**config.mk**
```make
export PLATFORM = sky130hd
export DESIGN_NAME = uart_tx_framer
export DESIGN_NICKNAME = d
export VERILOG_FILES = /design/src/rtl/uart_tx_framer.sv
export SDC_FILE = /design/constraint.sdc
export NUM_CORES = 1
export LEC_CHECK = 0
export BUFFER_PORTS_ARGS = -buffer_cell sky130_fd_sc_hd__buf_4
export CAP_MARGIN = 20
export CORE_UTILIZATION = 52
export CTS_BUF_LIST = sky130_fd_sc_hd__clkbuf_8
export CTS_CLUSTER_DIAMETER = 150
export CTS_CLUSTER_SIZE = 10
export DETAILED_ROUTE_END_ITERATION = 6
export GPL_ROUTABILITY_DRIVEN = 1
export GPL_TIMING_DRIVEN = 1
export PLACE_DENSITY = 0.77
export SLEW_MARGIN = 20
export SYNTH_ARGS = -nofsm -noshare
export SYNTH_HDL_FRONTEND = slang
export SYNTH_SLANG_ARGS = --single-unit
export TNS_END_PERCENT = 20
```
**constraint.sdc**
```tcl
create_clock -name i_clk -period 1.6 [get_ports i_clk]
set_clock_uncertainty 0.05 [all_clocks]
set_input_delay 0.16 -clock i_clk [delete_from_list [all_inputs] [get_ports i_clk]]
set_output_delay 0.16 -clock i_clk [all_outputs]
set_load 0.05 [all_outputs]
```
**src/rtl/uart_tx_framer.sv**
```systemverilog
// uart_tx_framer
//   Serialises one DATA_WIDTH payload per handshake into a UART frame:
//   one start bit (0), the data bits LSB first, an optional even-parity bit,
//   and one stop bit (1). Each bit is held for CLKS_PER_BIT clocks.
//
//   Optional feature macro: UART_TX_PARITY_EN
//     - undefined (default): frame = start + data + stop.
//     - defined: an even-parity bit (XOR of the payload) is inserted between
//       the data MSB and the stop bit.
//
// Ports
//   i_clk    : single clock, all state changes on the rising edge
//   i_reset  : synchronous active-high reset, aborts any frame in flight
//   i_data   : payload, captured only when i_valid && o_ready at an edge
//   i_valid  : payload offered
//   o_ready  : framer can accept a payload this cycle
//   o_tx     : serial line, idles high
//   o_busy   : frame in progress
//   o_done   : one-cycle pulse in the first idle cycle after the stop bit
module uart_tx_framer #(
  parameter int DATA_WIDTH   = 8,
  parameter int CLKS_PER_BIT = 16
) (
  input  logic                  i_clk,
  input  logic                  i_reset,
  input  logic [DATA_WIDTH-1:0] i_data,
  input  logic                  i_valid,
  output logic                  o_ready,
  output logic                  o_tx,
  output logic                  o_busy,
  output logic                  o_done
);

`ifdef UART_TX_PARITY_EN
  localparam int FRAME_LEN = DATA_WIDTH + 3;
`else
  localparam int FRAME_LEN = DATA_WIDTH + 2;
`endif

  localparam int BAUD_W = (CLKS_PER_BIT > 1) ? $clog2(CLKS_PER_BIT) : 1;
  localparam int BIT_W  = $clog2(FRAME_LEN + 1);

  localparam logic [BAUD_W-1:0] BAUD_LAST = BAUD_W'(CLKS_PER_BIT - 1);
  localparam logic [BIT_W-1:0]  BIT_LAST  = BIT_W'(FRAME_LEN - 1);

  typedef enum logic {
    IDLE  = 1'b0,
    SHIFT = 1'b1
  } state_t;

  state_t                 state_q, state_d;
  logic [FRAME_LEN-1:0]   frame_q, frame_d;
  logic [BAUD_W-1:0]      baud_q,  baud_d;
  logic [BIT_W-1:0]       bit_q,   bit_d;
  logic                   ready_q, ready_d;
  logic                   busy_q,  busy_d;
  logic                   done_q,  done_d;
  logic                   accept;

  // The frame register shifts right with ones filling in from the top, so
  // after the stop bit leaves bit 0 the register is back to all ones and the
  // line idles high without any extra muxing on o_tx.
  always_comb begin
    state_d = state_q;
    frame_d = frame_q;
    baud_d  = baud_q;
    bit_d   = bit_q;
    ready_d = ready_q;
    busy_d  = busy_q;
    done_d  = 1'b0;
    accept  = i_valid && ready_q;

    case (state_q)
      IDLE: begin
        if (accept) begin
`ifdef UART_TX_PARITY_EN
          frame_d = {1'b1, ^i_data, i_data, 1'b0};
`else
          frame_d = {1'b1, i_data, 1'b0};
`endif
          baud_d  = '0;
          bit_d   = '0;
          state_d = SHIFT;
          ready_d = 1'b0;
          busy_d  = 1'b1;
        end
      end

      SHIFT: begin
        if (baud_q == BAUD_LAST) begin
          baud_d  = '0;
          frame_d = {1'b1, frame_q[FRAME_LEN-1:1]};
          // The last shift pushes the stop bit out; going idle on that same
          // edge gives an accept-to-idle latency of FRAME_LEN*CLKS_PER_BIT.
          if (bit_q == BIT_LAST) begin
            bit_d   = '0;
            state_d = IDLE;
            ready_d = 1'b1;
            busy_d  = 1'b0;
            done_d  = 1'b1;
          end else begin
            bit_d = bit_q + 1'b1;
          end
        end else begin
          baud_d = baud_q + 1'b1;
        end
      end

      default: begin
        state_d = IDLE;
        frame_d = '1;
        ready_d = 1'b1;
        busy_d  = 1'b0;
      end
    endcase
  end

  // Reset has priority over any handshake, so an i_valid coinciding with
  // i_reset is dropped and a frame in flight is abandoned without o_done.
  always_ff @(posedge i_clk) begin
    if (i_reset) begin
      state_q <= IDLE;
      frame_q <= '1;
      baud_q  <= '0;
      bit_q   <= '0;
      ready_q <= 1'b1;
      busy_q  <= 1'b0;
      done_q  <= 1'b0;
    end else begin
      state_q <= state_d;
      frame_q <= frame_d;
      baud_q  <= baud_d;
      bit_q   <= bit_d;
      ready_q <= ready_d;
      busy_q  <= busy_d;
      done_q  <= done_d;
    end
  end

  assign o_tx    = frame_q[0];
  assign o_ready = ready_q;
  assign o_busy  = busy_q;
  assign o_done  = done_q;

endmodule

```
==> metrics list <==
* Run status: finished clean
* Normalized max-slew margin: ~76%
- Across the VDD grid, the largest voltage drop is 0.621 mV.
- After routing, the total negative slack on setup checks comes to 0 ns.
- Sequential element share of the synthesized area: between 40% and 50%
- Average cell area after synthesis: just over 9 um2
- Top-level I/O count: 15
- Source of the critical timing path: baud_q[0]
* Met3 usage in global routing: under 10%
* Highest fanout seen on the critical path: 6
* Final count of pins violating max slew: 0
* HPWL Detailed: between 1 and 1.5 mm
* Maximum number of pins on one net before global-route repair: 23
- Hold depth: 3
- Critical path buffer and inverter count: 0
- The post-route netlist has between 20% and 30% of its cells at a drive strength greater than 1.
* Antenna Nets Post-Route: 0
- Routed wire length: a little over 2 mm
- Tot Pwr: roughly 1100 uW
* Number of detailed-route iterations in the first pass: 4
- The worst hold path belongs to the class in2reg.
* Leading area contributor after synthesis: dfxtp_1
- MaxCap Viol Count: 0
- The first global-routing pass estimated 3.34 mm of wire.
- After clock tree synthesis, the clock-pin slew on the worst setup and hold paths is 0.07 ns.
- Final setup vio count: 0
- Area overhead of the layout relative to synthesis: 19.7%
- In the global route stage, met2 resource usage came out at between 30 and 40%.
- Number of DRC violations after detailed-routing iteration 0: 9
* Worst-margin pin slew: between 0.3 and 0.4 ns
* Total placed cells including tap cells: around 150
- In the global route stage, met1 resource usage came out at between 20% and 30%.
- Depth of the CTS H-tree: 1
* Largest incremental delay on the critical path: approximately 0.40 ns
- The commonest cells after synthesis are dfxtp_1, nor2_1, nand2_1.
- TritonCTS built the clock tree.
- Summed over all layers, the global routing overflow is 0.
- Antenna violations before repair: 0
- Data on the critical path is required at its endpoint by 1.70 ns.
- Global placer's final weighted congestion: ~0.70
- Cells fill 68.2% of the core in the end.
* Mapped Cells: 111
- In this run the biggest area consumer among cell types represents 41.4% of the synthesized area.
- The longest clock path from root to sink contains 2 buffers.
- Chain of cells forming the critical path: ha_2 > nand4_4 > and2_4 > a221o_1
- For this run, the total global-route usage over all layers was measured as 22.3%.
* Worst-skew pair later-pin latency: approximately 0.26 ns
- Vias post-DR: 840
* Worst setup EP type: register
- Final critical path time including I/O delays and setup: approximately 1.5 ns
- Number of buffers created by CTS: 3
- The floorplan step defined a die boundary enclosing 0.00213 mm2.
- Number of hold-repair buffers added at the cts stage: 0
- Number of cells on the critical path: 4
- Startpoint type of the worst setup path: register
- Data arrives at the worst endpoint at ~1.6 ns.
- Leakage power: a little under 0.0005 uW
- GRT busiest layer: met2
* Primary FF master, synth: dfxtp_1
- Derived from the worst setup path, the maximum achievable clock frequency is 678 MHz.
* Area of the placeable core: about 0.0018 mm2
* Initial cell density of the core: between 50% and 60%
- Floorplan die height: roughly 46 um
- Cell class contributing the biggest share of worst-path delay: flip-flops
- The number of antenna diodes in the final layout is 0.
- The worst hold path begins at i_data[3].
- Number of global-route vias before repair: ~770
- Cell area reported after detailed placement: about 0.0011 mm2
* Area of all placed cells without fillers: 0.00122 mm2
* Routed WL per cell: 13.2 um
- Crit share post-route: slightly above 90%
* EDFF count, synth: 0
- In this run, synthesis produced a sequential element count of 21.
- Count of unique library cells instantiated by Yosys: 33
- The final layout contains approximately 140 nets.
- Cell types with the largest area share after synthesis: dfxtp_1, a211oi_2, o21bai_1, nor2_1, and2_1
- Excluding fillers, the count of instances in the completed layout stands at 153.
* Worst setup path class: reg2reg
* Die width: 46.2 um
- In the post-synthesis netlist, the cell with the most instances is dfxtp_1.
* Reg-to-Reg Start: baud_q[0]
* Netlist area before placement: roughly 0.001 mm2
* Total nets after synthesis: between 100 and 150
- Measured in cells, the most critical reg-to-reg path has a length of 4.
* DRC: 0
- Clk Tree Root Cell: clkbuf_8
- In the routed layout, each cell is associated on average with a via count of 5.49.
- The hold violation total from the final report was 0.
* Unrepaired setup endpoints after global routing: no
* Buffers added on ports: 14
- Cell at the slowest stage of the critical path: dfxtp_1
- Standard-cell rows: 15
* Fraction of registers with async set/reset: 0%
- Total number of clock tree sinks: 21
- Yosys printed 0 warnings.
- For this design the ratio of total power to cell area is 913 mW/mm2.
-- power by group --
group | switching [uW] | internal [uW]
combinational | 109 | 88.8
sequential | 25.7 | 552
clock | 164 | 171
total | 299 | 811
-- cell usage in the layout (no fill, tap or decap), types with 3 or more instances in the layout --
cell,instances
a211oi_2,6
nand3_1,5
nor2_1,12
buf_4,18
clkbuf_8,3
dfxtp_1,21
nand2_1,9
nand3b_1,4
and2_1,7
o21bai_1,7
a21oi_1,7
-- routing by layer --
layer	vias up	part of all wire [%]
met5	-	0
met3	4	2.8
met4	0	1.3
met2	12	47
li1	435	-
met1	389	49
-- cell families (layout without fill, tap and decap cells) --
kind of cell	count (synthesis)	count (layout)	synth area share, %
adders and majority gates	3	3	3.69
xor gates and xnor gates	1	1	0.862
AOI/OAI and AO/OA	31	31	24.1
DFF	21	21	41.4
buffers and inverters	8	24	4.06
and+or+nand+nor	47	48	25.9
-- cell type report --
type,instances,area (um2)
Clock buffer,3,41.3
Clock inverter,1,3.75
Fill cell,137,567
Inverter,2,7.51
Multi-Input combinational cell,83,577
Sequential cell,21,420
Tap cell,25,31.3
Timing Repair Buffer,18,135
-- worst paths after layout --
kind / slack, ns / endpoint
worst max-delay path: 0.13 / frame_q[0]
worst max register to register: 0.13 / frame_q[0]
worst min-delay path: 0.11 / frame_q[4]
worst min register to register: 0.44 / o_busy
-- registers in the layout, summed over array words and instances (netlist names) --
| name | count |
|---|---|
| frame_q | 9 |
| state_q | 1 |
| o_ready | 1 |
| bit_q | 4 |
| o_busy | 1 |
| o_done | 1 |
| baud_q | 4 |
-- what timing repair did --
item,in CTS,in global routing
endpoints found under the hold margin,0,0
setup buffers,0,1
setup endpoints to repair,0,8
gates resized for setup,0,4
-- per-stage QoR --
step / hold slack (ns) / setup WS [ns]
global placement: 0.353 / 0.118
floorplan: 0.215 / 0.0371
CTS: 0.109 / 0.0470
finish: 0.113 / 0.125
global route: 0.112 / 0.0264
detailed placement: 0.365 / 0.0660
-- worst min-delay path, cell delays in order --
cell	delay (ns)
buf_4	0.08
a211oi_2	0.05
o21bai_1	0.10
No activity file was read; power rests on OpenSTA's default activity.
